$ cat config.mk
export PLATFORM = sky130hd
export DESIGN_NAME = fetch_queue
export DESIGN_NICKNAME = d
export VERILOG_FILES = /design/src/rtl/fetch_queue.sv
export SDC_FILE = /design/constraint.sdc
export NUM_CORES = 1
export LEC_CHECK = 0
export ABC_AREA = 1
export CAP_MARGIN = 5
export CORE_MARGIN = 3
export CORE_UTILIZATION = 50
export CTS_BUF_LIST = sky130_fd_sc_hd__clkbuf_2 sky130_fd_sc_hd__clkbuf_4 sky130_fd_sc_hd__clkbuf_8
export CTS_CLUSTER_SIZE = 20
export DETAILED_ROUTE_END_ITERATION = 12
export DONT_BUFFER_PORTS = 1
export MAX_ROUTING_LAYER = met4
export PLACE_DENSITY = 0.75
export RECOVER_POWER = 25
export SYNTH_ARGS = -nofsm -noshare
export SYNTH_HDL_FRONTEND = slang
export SYNTH_SLANG_ARGS = --single-unit
$ cat constraint.sdc
create_clock -name clk -period 5.9 [get_ports clk]
set_input_delay 1.18 -clock clk [delete_from_list [all_inputs] [get_ports clk]]
set_output_delay 1.18 -clock clk [all_outputs]
set_load 0.02 [all_outputs]
$ cat src/rtl/fetch_queue.sv
// ---------------------------------------------------------------------------
// fetch_queue
//
// Instruction fetch front end with a small decoupling FIFO between the
// instruction memory and the decode stage. While fetching, every cycle with
// room in the queue captures {Instr, PC} at the tail and advances PC by 4.
// Decode consumes from the head. A taken branch from execute flushes the
// whole queue and redirects PC.
//
// Parameters
//   DATA_W    instruction / address width
//   DEPTH     queue entries (power of two, >= 2)
//   RESET_PC  first fetch address after reset
//
// Ports
//   clk            single clock
//   reset          asynchronous active-high reset
//   start          fetch enable (level)
//   PC             fetch address to instruction memory
//   Instr          memory data, combinational from PC in the same cycle
//   StallD         decode is not consuming the head entry
//   FlushD         discard the head entry
//   BranchTakenE   redirect request (highest priority)
//   BranchTargetE  redirect address
//   InstrD         head instruction (0 when the queue is empty)
//   PCPlus8D       head address + 8 (0 when the queue is empty)
//   ValidD         head entry valid (queue not empty)
//   Count          entries currently held
//   Full / Empty   Count == DEPTH / Count == 0
//   FetchCnt       pushes since reset (only with FETCH_QUEUE_PERF_EN)
//   RedirectCnt    accepted redirects since reset (only with FETCH_QUEUE_PERF_EN)
//
// Optional feature
//   Define FETCH_QUEUE_PERF_EN to add the FetchCnt / RedirectCnt counters and
//   ports. Without it the block behaves identically minus those ports.
// ---------------------------------------------------------------------------
module fetch_queue #(
    parameter int                DATA_W   = 32,
    parameter int                DEPTH    = 4,
    parameter logic [DATA_W-1:0] RESET_PC = '0
) (
    input  logic                         clk,
    input  logic                         reset,
    input  logic                         start,
    output logic [DATA_W-1:0]            PC,
    input  logic [DATA_W-1:0]            Instr,
    input  logic                         StallD,
    input  logic                         FlushD,
    input  logic                         BranchTakenE,
    input  logic [DATA_W-1:0]            BranchTargetE,
    output logic [DATA_W-1:0]            InstrD,
    output logic [DATA_W-1:0]            PCPlus8D,
    output logic                         ValidD,
    output logic [$clog2(DEPTH+1)-1:0]   Count,
    output logic                         Full,
`ifdef FETCH_QUEUE_PERF_EN
    output logic [31:0]                  FetchCnt,
    output logic [31:0]                  RedirectCnt,
`endif
    output logic                         Empty
);

    localparam int PTR_W = $clog2(DEPTH);
    localparam int CNT_W = $clog2(DEPTH+1);

    typedef enum logic {
        IDLE  = 1'b0,
        FETCH = 1'b1
    } state_t;

    state_t              state;
    state_t              stateNext;

    logic [DATA_W-1:0]   instrMem [DEPTH];
    logic [DATA_W-1:0]   pcMem    [DEPTH];

    logic [PTR_W-1:0]    headPtr;
    logic [PTR_W-1:0]    tailPtr;
    logic [CNT_W-1:0]    count;
    logic [DATA_W-1:0]   pcReg;

    logic                doPush;
    logic                doPop;

    // Next-state decision for the fetch FSM. The cycle in which start rises
    // is already a FETCH cycle (so the very first fetch comes from RESET_PC
    // in that cycle), and the cycle in which start drops is already IDLE
    // (so PC stops advancing immediately).
    always_comb begin
        stateNext = state;
        case (state)
            IDLE:    if (start)  stateNext = FETCH;
            FETCH:   if (!start) stateNext = IDLE;
            default: stateNext = IDLE;
        endcase
    end

    // FSM state register. Queue contents are untouched by state changes.
    always_ff @(posedge clk or posedge reset) begin
        if (reset) begin
            state <= IDLE;
        end else begin
            state <= stateNext;
        end
    end

    assign Full  = (count == CNT_W'(DEPTH));
    assign Empty = (count == '0);

    // A redirect wipes the queue, so neither a push nor a pop is meaningful
    // in that cycle. Pushing into a full queue is allowed only when the head
    // leaves in the same cycle, which is what lets a full, non-stalled
    // queue keep fetching at one instruction per cycle.
    assign doPop  = !Empty && (!StallD || FlushD) && !BranchTakenE;
    assign doPush = (stateNext == FETCH) && !BranchTakenE && (!Full || doPop);

    // Pointers, occupancy and fetch PC. Pointer arithmetic wraps naturally
    // because DEPTH is a power of two.
    always_ff @(posedge clk or posedge reset) begin
        if (reset) begin
            headPtr <= '0;
            tailPtr <= '0;
            count   <= '0;
            pcReg   <= RESET_PC;
        end else if (BranchTakenE) begin
            headPtr <= '0;
            tailPtr <= '0;
            count   <= '0;
            pcReg   <= BranchTargetE;
        end else begin
            if (doPush) begin
                tailPtr <= tailPtr + PTR_W'(1);
                pcReg   <= pcReg + DATA_W'(4);
            end
            if (doPop) begin
                headPtr <= headPtr + PTR_W'(1);
            end
            case ({doPush, doPop})
                2'b10:   count <= count + CNT_W'(1);
                2'b01:   count <= count - CNT_W'(1);
                default: count <= count;
            endcase
        end
    end

    // Entry storage. No reset is needed: an entry is only ever observed
    // after it has been written, because occupancy gates the outputs.
    always_ff @(posedge clk) begin
        if (doPush) begin
            instrMem[tailPtr] <= Instr;
            pcMem[tailPtr]    <= pcReg;
        end
    end

    // Head presentation comes straight from registered storage, so a freshly
    // pushed entry is visible no earlier than the following cycle. Outputs
    // are forced to zero when empty, which also makes them drop to zero the
    // moment reset clears the occupancy.
    assign PC       = pcReg;
    assign Count    = count;
    assign ValidD   = !Empty;
    assign InstrD   = ValidD ? instrMem[headPtr] : '0;
    assign PCPlus8D = ValidD ? (pcMem[headPtr] + DATA_W'(8)) : '0;

`ifdef FETCH_QUEUE_PERF_EN
    // Free-running event counters; they wrap at 2^32.
    always_ff @(posedge clk or posedge reset) begin
        if (reset) begin
            FetchCnt    <= '0;
            RedirectCnt <= '0;
        end else begin
            if (doPush) begin
                FetchCnt <= FetchCnt + 32'd1;
            end
            if (BranchTakenE) begin
                RedirectCnt <= RedirectCnt + 32'd1;
            end
        end
    end
`endif

endmodule

==> run_results.csv <==
group,metric,value,unit
global_route,groute.usage.overall,24.1,%
yosys,netlist_area,13900,um^2
die,core,27100,um^2
yosys,synth_nets,1541,
critical_path,cp-startpoint,"headPtr[0]",
timing,rsz0062_at_grt,"no",
critical_path,arrival,3940,ps
yosys,synth_cell_types,40,
outcome,status,"finished, final reports clean",
clock_tree,numCtsBuffers,45,
final_layout,nets,1542,
global_route,grt_pass1_wl,53500,um
routing,antenna_left,0,
routing,drt_iter0_markers,1078,
clock_tree,clk_latency,560,ps
timing,worst_pin_slew,1120,ps
critical_path,required,4720,ps
timing,tns,0,ps
routing,drc,0,
placement,place_congestion,0.904,
timing,final-hold-violation-count,0,
yosys,synth_seq_cells,295,
die,start_util,51.1,%
clock_tree,post_cts_buffers,0,
yosys,synth_edf_count,256,
clock_tree,ctsHoldBuffers,0,
critical_path,cp-start-kind,"flop",
power_and_ir_drop,p_leak,5.83,nW
routing,vias_per_cell,5.52,
timing,post-route-min-period,5120,ps
clock_tree,h-tree-depth,2,
yosys,yosys_warnings,0,
clock_tree,cts_sinks,295,
yosys,syn_avg_cell_area,9.46,um^2
clock_tree,cts-root-buf,"clkbuf_8",
yosys,ys_seq_area_share,62.5,%
timing,finalClockSkew,17.5,ps
placement,portBuffers,0,
final_layout,drive_above_1_share,7.60,%
global_route,grt-ovfl-total,0,
routing,drt_wl_total,35100,um
die,die_x,172,um
timing,slew-limit-headroom,25.7,%
min_path,hold_class,"input pin to asynchronous set/reset pin",
clock_tree,cts_tree,"yes",
final_layout,fill_cells,2327,
timing,timing.final.ws_setup,776,ps
flow_run,cap_violations,0,
power_and_ir_drop,p_per_area,430,nW/um^2
yosys,synthArstFlopShare,13.2,%
die,row_count,60,
routing,wl_per_cell,18.7,um
power_and_ir_drop,ir_drop,0.273,mV
timing,setup-violations-final,0,
critical_path,cp-end-kind,"primary output",
timing,fmax,195,MHz
clock_tree,clk_pin_slew,60,ps
timing,fin_crit_sh,86.9,%
yosys,synthFlopType,"edfxtp_1",
critical_path,crit_type,"flop to primary output",
placement,place_ws,1350,ps
yosys,syn_inst,1464,
timing,slew_violations,0,
die,dieArea,29700,um^2
critical_path,reg2reg_from,"Count[0]",
routing,via_count,10300,
critical_path,path_max_fanout,69,
global_route,grt_pass1_vias,9649,
final_layout,syn_to_final_growth,8.76,%
die,die_height,172,um
global_route,grt_antenna_before_repair,1,
routing,first_pass_iters,5,
clock_tree,cts_buffer_depth,3,
global_route,grt_max_degree,90,
placement,hpwl,22800,um
clock_tree,cts_resized,0,
die,ios,172,
cells in the mapped netlist, types with 2 or more instances:
master / number / area [um^2]
clkbuf_1: 15 / 56.3
buf_2: 27 / 135
buf_1: 10 / 37.5
a21oi_1: 62 / 310
edfxtp_1: 256 / 7690
inv_2: 4 / 15.0
o21ai_0: 101 / 505
xor2_1: 13 / 114
a22o_1: 3 / 26.3
nor3_1: 12 / 60.1
nand4_1: 5 / 31.3
buf_4: 3 / 22.5
dfrtp_1: 39 / 976
o211ai_1: 14 / 105
nor2_2: 7 / 43.8
nand3_1: 78 / 390
nand2_2: 4 / 25.0
a31oi_1: 2 / 12.5
o21bai_1: 7 / 52.6
inv_1: 64 / 240
nor4_1: 4 / 25.0
buf_6: 8 / 90.1
ha_1: 6 / 75.1
xnor2_1: 7 / 61.3
nor2_1: 261 / 980
nand2_1: 437 / 1640
nand3b_1: 2 / 15.0
critical path, stage by stage (launching register included):
cell and delay [ps]:
dfrtp_4 900, clkinv_2 630, buf_4 440, nand2_1 110, nand3_1 60, nand2_1 130
nand2_1 90, nor2_1 110, nand2_1 200, nor2_2 240, a21oi_1 100, nor2_1 340
sequential cells by signal, indices dropped and copies added, names as in the netlist:
signal and flops:
instrMem 128, pcMem 128, PC 32, Count 3
headPtr 2, tailPtr 2
path summary, 6_finish.rpt:
kind / end / slack, ps / depth (start not counted)
min in group clk: tailPtr[1] / 650 / 2
max reg2reg: instrMem[3][26] / 3030 / 8
max: PCPlus8D[28] / 780 / 11
min: PC[9] / 650 / 2
min reg2reg: tailPtr[1] / 650 / 2
max in group asynchronous: headPtr[0] / 4840 / 2
cell usage in the layout, fill, tap and decap left out, types with 13 or more instances in the layout:
master and n:
a21oi_1 62, buf_4 16, clkbuf_4 18, clkbuf_8 45, dfrtp_1 37, edfxtp_1 256
inv_1 63, nand2_1 437, nand3_1 78, nor2_1 257, o211ai_1 14, o21ai_0 101
xor2_1 13
logic make-up (layout without fill, tap and decap cells):
kind of cell | after synthesis | in the layout | synth area share, %
other | 0 | 1 | 0
AOI/OAI and AO/OA | 194 | 194 | 7.57
adders and majority gates | 7 | 7 | 0.687
buffers and inverters | 132 | 168 | 4.34
and+or+nand+nor | 816 | 816 | 23.6
DFF | 295 | 295 | 62.5
xor gates and xnor gates | 20 | 20 | 1.26
power breakdown:
| group | switching [mW] | internal (mW) | total (mW) |
|---|---|---|---|
| Sequential | 0.214 | 2.39 | 2.61 |
| Clock | 0.764 | 0.923 | 1.69 |
| Combinational | 1.70 | 0.483 | 2.19 |
| Total | 2.68 | 3.80 | 6.48 |
final cells by class:
type                            count  area, um^2  area share (%)
Clock buffer                       63         754            5.01
Tap cell                          372         465            3.09
Multi-Input combinational cell   1037        4620            30.6
Timing Repair Buffer               17         140           0.930
Inverter                           69         260            1.73
Sequential cell                   295        8670            57.5
Clock inverter                     19         156            1.04
Antenna cell                        1        2.50          0.0166
per-layer routing:
layer / vias to the layer above / global-route usage, % / wire length (um)
li1: 4917 / - / -
met1: 4896 / 33.2 / 15000
met2: 453 / 36.2 / 16000
met3: 65 / 5.05 / 3220
met4: 0 / 7.71 / 935
met5: - / - / 0
per-stage QoR:
step                hold WS, ps  std cells  utilization, %  cell area (um^2)  power [mW]
CTS                         641       1872            55.6             15100        6.50
floorplan                   580       1464               -             13900        4.31
finish                      647       1873            55.6             15100        6.48
global placement            614       1790            52.2             14200        4.79
detailed placement          639       1790            52.2             14200        4.83
global route                676       1873            55.6             15100        6.84
(Power assumes the default switching activity.)
